[config.mk]
export PLATFORM = sky130hd
export DESIGN_NAME = fetch_stage
export DESIGN_NICKNAME = d
export VERILOG_FILES = /design/src/rtl/fetch_pkg.sv /design/src/rtl/fetch_queue.sv /design/src/rtl/fetch_stage.sv
export SDC_FILE = /design/constraint.sdc
export NUM_CORES = 1
export LEC_CHECK = 0
export CAP_MARGIN = 20
export CORE_UTILIZATION = 38
export CTS_CLUSTER_SIZE = 28
export DETAILED_ROUTE_END_ITERATION = 6
export GPL_TIMING_DRIVEN = 0
export PLACE_DENSITY = 0.66
export SETUP_SLACK_MARGIN = 0.05
export SLEW_MARGIN = 20
export SYNTH_ARGS = -nofsm -noshare
export SYNTH_HDL_FRONTEND = slang
export SYNTH_HIERARCHICAL = 1
export SYNTH_SLANG_ARGS = --single-unit
[constraint.sdc]
create_clock -name clk_i -period 10.3 [get_ports clk_i]
set_clock_uncertainty 0.1 [all_clocks]
set_input_delay 2.06 -clock clk_i [delete_from_list [all_inputs] [get_ports clk_i]]
set_output_delay 2.06 -clock clk_i [all_outputs]
set_load 0.005 [all_outputs]
[src/rtl/fetch_pkg.sv]
// Shared types and constants for the instruction-fetch stage.
// Holds the queue entry layout, the fetch FSM states and the instruction size.
package fetch_pkg;

    localparam int EntryBits = 32;
    localparam int InstrBytes = 4;
    localparam logic [31:0] NopInstr = 32'h0000_0013;

    typedef enum logic {
        FETCH_RUN,
        FETCH_HALT
    } fetch_state_e;

    typedef struct packed {
        logic [EntryBits-1:0] instr;
        logic [EntryBits-1:0] pc;
    } fetch_entry_t;

endpackage

[src/rtl/fetch_queue.sv]
// Circular FIFO of fetch entries; head visible from the edge after push, no bypass.
// Producer must respect full (push while full only with a same-cycle pop); flush wins after pop.
module fetch_queue
    import fetch_pkg::*;
#(
    parameter int  Depth   = 2,
    parameter type entry_t = fetch_entry_t
) (
    input  logic                       clk,
    input  logic                       rst_n,
    input  logic                       push,
    input  logic                       pop,
    input  logic                       flush,
    input  entry_t                     din,
    output entry_t                     head,
    output logic [$clog2(Depth+1)-1:0] count,
    output logic                       full,
    output logic                       empty
);

    localparam int PtrBits = (Depth > 1) ? $clog2(Depth) : 1;
    localparam int CntBits = $clog2(Depth + 1);

    entry_t               mem_q [Depth];
    logic [PtrBits-1:0]   rd_ptr_q;
    logic [PtrBits-1:0]   wr_ptr_q;
    logic [CntBits-1:0]   count_q;

    // Depth is a power of two, so the pointers wrap by plain overflow.
    always_ff @(posedge clk) begin
        if (!rst_n) begin
            rd_ptr_q <= '0;
            wr_ptr_q <= '0;
            count_q  <= '0;
        end else if (flush) begin
            rd_ptr_q <= '0;
            wr_ptr_q <= '0;
            count_q  <= '0;
        end else begin
            if (push) begin
                wr_ptr_q <= wr_ptr_q + PtrBits'(1);
            end
            if (pop) begin
                rd_ptr_q <= rd_ptr_q + PtrBits'(1);
            end
            case ({push, pop})
                2'b10:   count_q <= count_q + CntBits'(1);
                2'b01:   count_q <= count_q - CntBits'(1);
                default: count_q <= count_q;
            endcase
        end
    end

    always_ff @(posedge clk) begin
        if (push && !flush) begin
            mem_q[wr_ptr_q] <= din;
        end
    end

    assign head  = mem_q[rd_ptr_q];
    assign count = count_q;
    assign full  = (count_q == CntBits'(Depth));
    assign empty = (count_q == '0);

endmodule

[src/rtl/fetch_stage.sv]
// Instruction fetch: owns the PC, queues {word, pc} for decode; word valid 1 cycle after fetch.
// Decode stalls via instr_ready_i; a full queue freezes the PC; misaligned redirects halt fetch.
module fetch_stage
    import fetch_pkg::*;
#(
    parameter int                 RegBits    = 32,
    parameter logic [RegBits-1:0] ResetPc    = '0,
    parameter int                 QueueDepth = 2
) (
    input  logic               clk_i,
    input  logic               rst_ni,
    output logic [RegBits-1:0] imem_addr_o,
    input  logic [RegBits-1:0] imem_data_i,
    input  logic               redirect_i,
    input  logic [RegBits-1:0] redirect_pc_i,
    output logic               instr_valid_o,
    input  logic               instr_ready_i,
    output logic [RegBits-1:0] instr_o,
    output logic [RegBits-1:0] instr_pc_o,
    output logic [RegBits-1:0] instr_pc_plus4_o,
    output logic               misaligned_o
);

    typedef struct packed {
        logic [RegBits-1:0] instr;
        logic [RegBits-1:0] pc;
    } entry_t;

    fetch_state_e                      state_q;
    fetch_state_e                      state_d;
    logic [RegBits-1:0]                pc_q;
    logic                              misaligned_q;
    logic                              fetch_en;
    logic                              push;
    logic                              pop;
    logic                              q_full;
    logic                              q_empty;
    logic [$clog2(QueueDepth+1)-1:0]   unused_count;
    entry_t                            q_din;
    entry_t                            q_head;
    logic                              target_misaligned;

    assign target_misaligned = |redirect_pc_i[1:0];

    always_ff @(posedge clk_i) begin
        if (!rst_ni) begin
            state_q <= FETCH_RUN;
        end else begin
            state_q <= state_d;
        end
    end

    always_comb begin
        state_d = state_q;
        if (redirect_i) begin
            state_d = target_misaligned ? FETCH_HALT : FETCH_RUN;
        end
    end

    always_comb begin
        fetch_en = (state_q == FETCH_RUN);
    end

    // A pop frees a slot in the same cycle, so a full queue can still accept.
    assign pop  = instr_valid_o & instr_ready_i;
    assign push = fetch_en & ~redirect_i & (~q_full | pop);

    always_ff @(posedge clk_i) begin
        if (!rst_ni) begin
            pc_q         <= ResetPc;
            misaligned_q <= 1'b0;
        end else if (redirect_i) begin
            pc_q         <= redirect_pc_i;
            misaligned_q <= target_misaligned;
        end else if (push) begin
            pc_q         <= pc_q + RegBits'(InstrBytes);
        end
    end

    assign q_din.instr = imem_data_i;
    assign q_din.pc    = pc_q;

    fetch_queue #(
        .Depth   (QueueDepth),
        .entry_t (entry_t)
    ) u_queue (
        .clk   (clk_i),
        .rst_n (rst_ni),
        .push  (push),
        .pop   (pop),
        .flush (redirect_i),
        .din   (q_din),
        .head  (q_head),
        .count (unused_count),
        .full  (q_full),
        .empty (q_empty)
    );

    assign imem_addr_o      = pc_q;
    assign instr_valid_o    = ~q_empty;
    assign instr_o          = q_head.instr;
    assign instr_pc_o       = q_head.pc;
    assign instr_pc_plus4_o = q_head.pc + RegBits'(InstrBytes);
    assign misaligned_o     = misaligned_q;

endmodule

==> metrics.md <==
| Metric | Value |
|---|---|
| Status | `completed` |
| Share of layout cells above drive strength 1 | `0.179` |
| Worst path arrival time | `3.69 ns` |
| Crit Path Max Fanout | `10` |
| Post-synthesis async set-or-reset flop share | `0` |
| Slew margin rel. | `0.524` |
| Final hold vios | `0` |
| Crit path largest cell delay | `between 0.5 and 0.6 ns` |
| Bufs and invs on worst path | `3` |
| CP Cell Sequence | `buf_2 > buf_4 > mux2_2 > ha_1 > and4_1 > nand3_1 > nor2_1 > nand3_1 > xnor2_1 > clkdlybuf4s50_1` |
| Critical Path Most Common Cell | `nand3_1` |
| GRT overflow | `0` |
| Post-layout utilization of the core | `0.545` |
| Placed wire-length estimate | `between 10,000 and 15,000 um` |
| Top cells by count, synth | `edfxtp_1, mux2_2, dfxtp_1, xnor2_1, nand2_1` |
| Worst-margin pin slew | `approximately 0.71 ns` |
| Reg clk slew, reported paths | `roughly 0.07 ns` |
| Via Count | `about 5,000` |
| Die Span X | `~140 um` |
| Die area | `between 0.015 and 0.02 mm^2` |
| Drt first pass iters | `4` |
| Setup CP Type | `flip-flop to output port` |
| Setup Fix Bufs, Post-CTS | `0` |
| Clock Path Buffers | `2` |
| Antenna Nets Post-Route | `0` |
| Post-Syn Instances | `512` |
| CTS resizes | `0` |
| Number of enable flip-flop cells after synthesis | `approximately 130` |
| Largest net degree at the start of global routing | `34` |
| Min cycle time layout | `around 5.9 ns` |
| Top cells by area, synth | `edfxtp_1, dfxtp_1, mux2_2` |
| I/O pin count | `about 200` |
| Synth Flop Type | `edfxtp_1` |
| Yosys warning count | `6` |
| Row cnt | `50` |
| Pwr Density | `157 mW/mm^2` |
| Yosys reg bits | `166` |
| Final Wtd Congestion | `0.808` |
| Vias in the first global route | `about 5,200` |
| Post-route cell area | `slightly above 0.01 mm^2` |
| Vias per inst | `a little over 5` |
| ANT cells | `0` |
| Fmax | `approximately 170 MHz` |
| Max cap viols | `0` |
| Starting Density | `0.386` |
| CTS sink cnt | `~170` |
| First-pass GRT wire length | `between 20,000 and 30,000 um` |
| Clk Latency, worst-skew pair | `a little over 0.4 ns` |
| Final wirelength | `roughly 18,000 um` |
| Crit. End Element | `output port` |
| Synth Area per Inst | `14.1 um^2` |
| Root Driver | `clkbuf_16` |
| Post-Syn Area | `~0.0072 mm^2` |
| Final cell count without fillers | `roughly 980` |
| Total Nets Final | `808` |
| Synth top area share | `0.532` |
| Leak | `approximately 3.6 nW` |
| Unrepaired setup endpoints after global routing | `no` |
| Per-cell routed wire length | `roughly 18 um` |
| Hold Crit Class | `flip-flop to flip-flop` |
| Dpl cells | `952` |
| Port bufs | `197` |
| Die Ht | `around 140 um` |
| Post-route DRC | `0` |
| Area post-placement | `roughly 0.0096 mm^2` |
| Initial antenna violation count | `0` |
| Core ar. | `between 0.015 and 0.02 mm^2` |
| Syn nets | `around 600` |
| Num CTS Buffers | `17` |
| Total GRT Usage | `0.185` |
| CP startpoint kind | `flip-flop` |
| H-Tree Depth | `4` |
| Most instantiated library cell after synthesis | `edfxtp_1` |
| Synth unique cells | `49` |
| Max IR drop VDD | `about 110 uV` |
| CTS tree | `done` |
| Data required time at the worst endpoint | `approximately 8.1 ns` |
| Slowest cell on the critical path | `nor2_1` |
| Final worst-path cycle share | `0.568` |
| Initial DRC count | `~280` |
| WHS | `between 0.3 and 0.4 ns` |
| Sequential area share after synthesis | `0.637` |
| Pins Over Slew Limit | `0` |
| Endpoints failing setup | `0` |
| Hold_buf cts | `0` |
| P&R area growth vs syn | `41.1%` |
| CP delay by family, top | `simple AND/OR/NAND/NOR gates` |
| Top cell type by total area after synthesis | `edfxtp_1` |
-- worst register-to-register path, delay by kind of cell (launching register included) --
family | cells | cell delay [ns]
buf+inv | 5 | 1.01
simple gates | 3 | 0.92
flops | 1 | 0.41
compound gates | 1 | 0.32
-- state kept, by name, summed over array words and instances (netlist names), named ones only --
| name | count |
|---|---|
| imem_addr_o | 32 |
| state_q | 1 |
| u_queue/count | 2 |
| u_queue/mem_q | 128 |
| u_queue/rd_ptr_q | 1 |
| u_queue/wr_ptr_q | 1 |
-- stage by stage --
stage          power [mW]  worst slack, ns  setup TNS (ns)
2_1_floorplan       0.846             2.56               0
3_3_place_gp        0.953           -0.847          -53.97
3_5_place_dp        0.958             4.80               0
4_1_cts              1.62             4.34               0
5_1_grt              1.66             4.19               0
6_report             1.60             4.45               0
-- cells by family (layout without fill, tap and decap cells) --
group,after synthesis,count (layout),share of synthesized area
fa+ha+maj,3,3,0.00519
mux,68,68,0.105
flops,166,166,0.637
buf+inv,29,267,0.0216
xor+xnor,56,56,0.0679
compound gates,62,62,0.0585
simple gates,128,128,0.105
-- routing by layer --
layer,up-vias,GRT usage,share of wire
li1,2375,-,-
met1,2445,0.223,0.43
met2,147,0.323,0.51
met3,15,0.0434,0.051
met4,0,0.0665,0.011
met5,-,0,0
-- cell usage in the layout, fill, tap and decap left out, types with 3 or more instances in the layout --
cell             instances
mux2i_1                  4
xor2_1                  20
nand2_1                 24
xnor2_1                 36
nor2b_1                  3
and2_1                   6
nand2b_1                 6
a21oi_1                 21
mux2_2                  64
buf_4                   18
edfxtp_1               128
clkbuf_16               17
dfxtp_1                 38
clkbuf_1                 9
ha_1                     3
and3_1                  11
inv_6                    6
bufinv_16                3
and4_1                   8
o21ai_0                 21
o211a_1                  8
nand3_1                 20
clkdlybuf4s50_1        197
inv_1                    6
nor2_1                  13
nand4_1                 18
-- path summary, 6_finish.rpt --
path / cells past startpoint / endpoint / startpoint / slack (ns)
max: 10 / instr_pc_plus4_o[30] / flip-flop / 4.45
min: 0 / u_queue/mem_q[1][0] / imem_addr_o[0] / 0.39
max reg2reg: 9 / u_queue/mem_q[0][53] / u_queue/count[0] / 7.25
min reg2reg: 0 / u_queue/mem_q[1][0] / imem_addr_o[0] / 0.39
-- report_power, final --
part / total (mW) / internal (mW) / leakage [nW] / switching (mW)
logic: 0.172 / 0.105 / 1.78 / 0.0669
registers: 0.770 / 0.749 / 1.49 / 0.0217
clock network: 0.656 / 0.388 / 0.301 / 0.268
-- layout make-up --
type | instances | area, um^2
buffer | 22 | 130
clock buffer | 17 | 425
clock inverter | 15 | 189
fill | 1549 | 8510
inverter | 7 | 26.3
multi-input combinational | 317 | 2480
sequential | 166 | 4600
tap | 234 | 293
timing repair buffer | 206 | 2050
No activity file was read; power rests on OpenSTA's default activity.
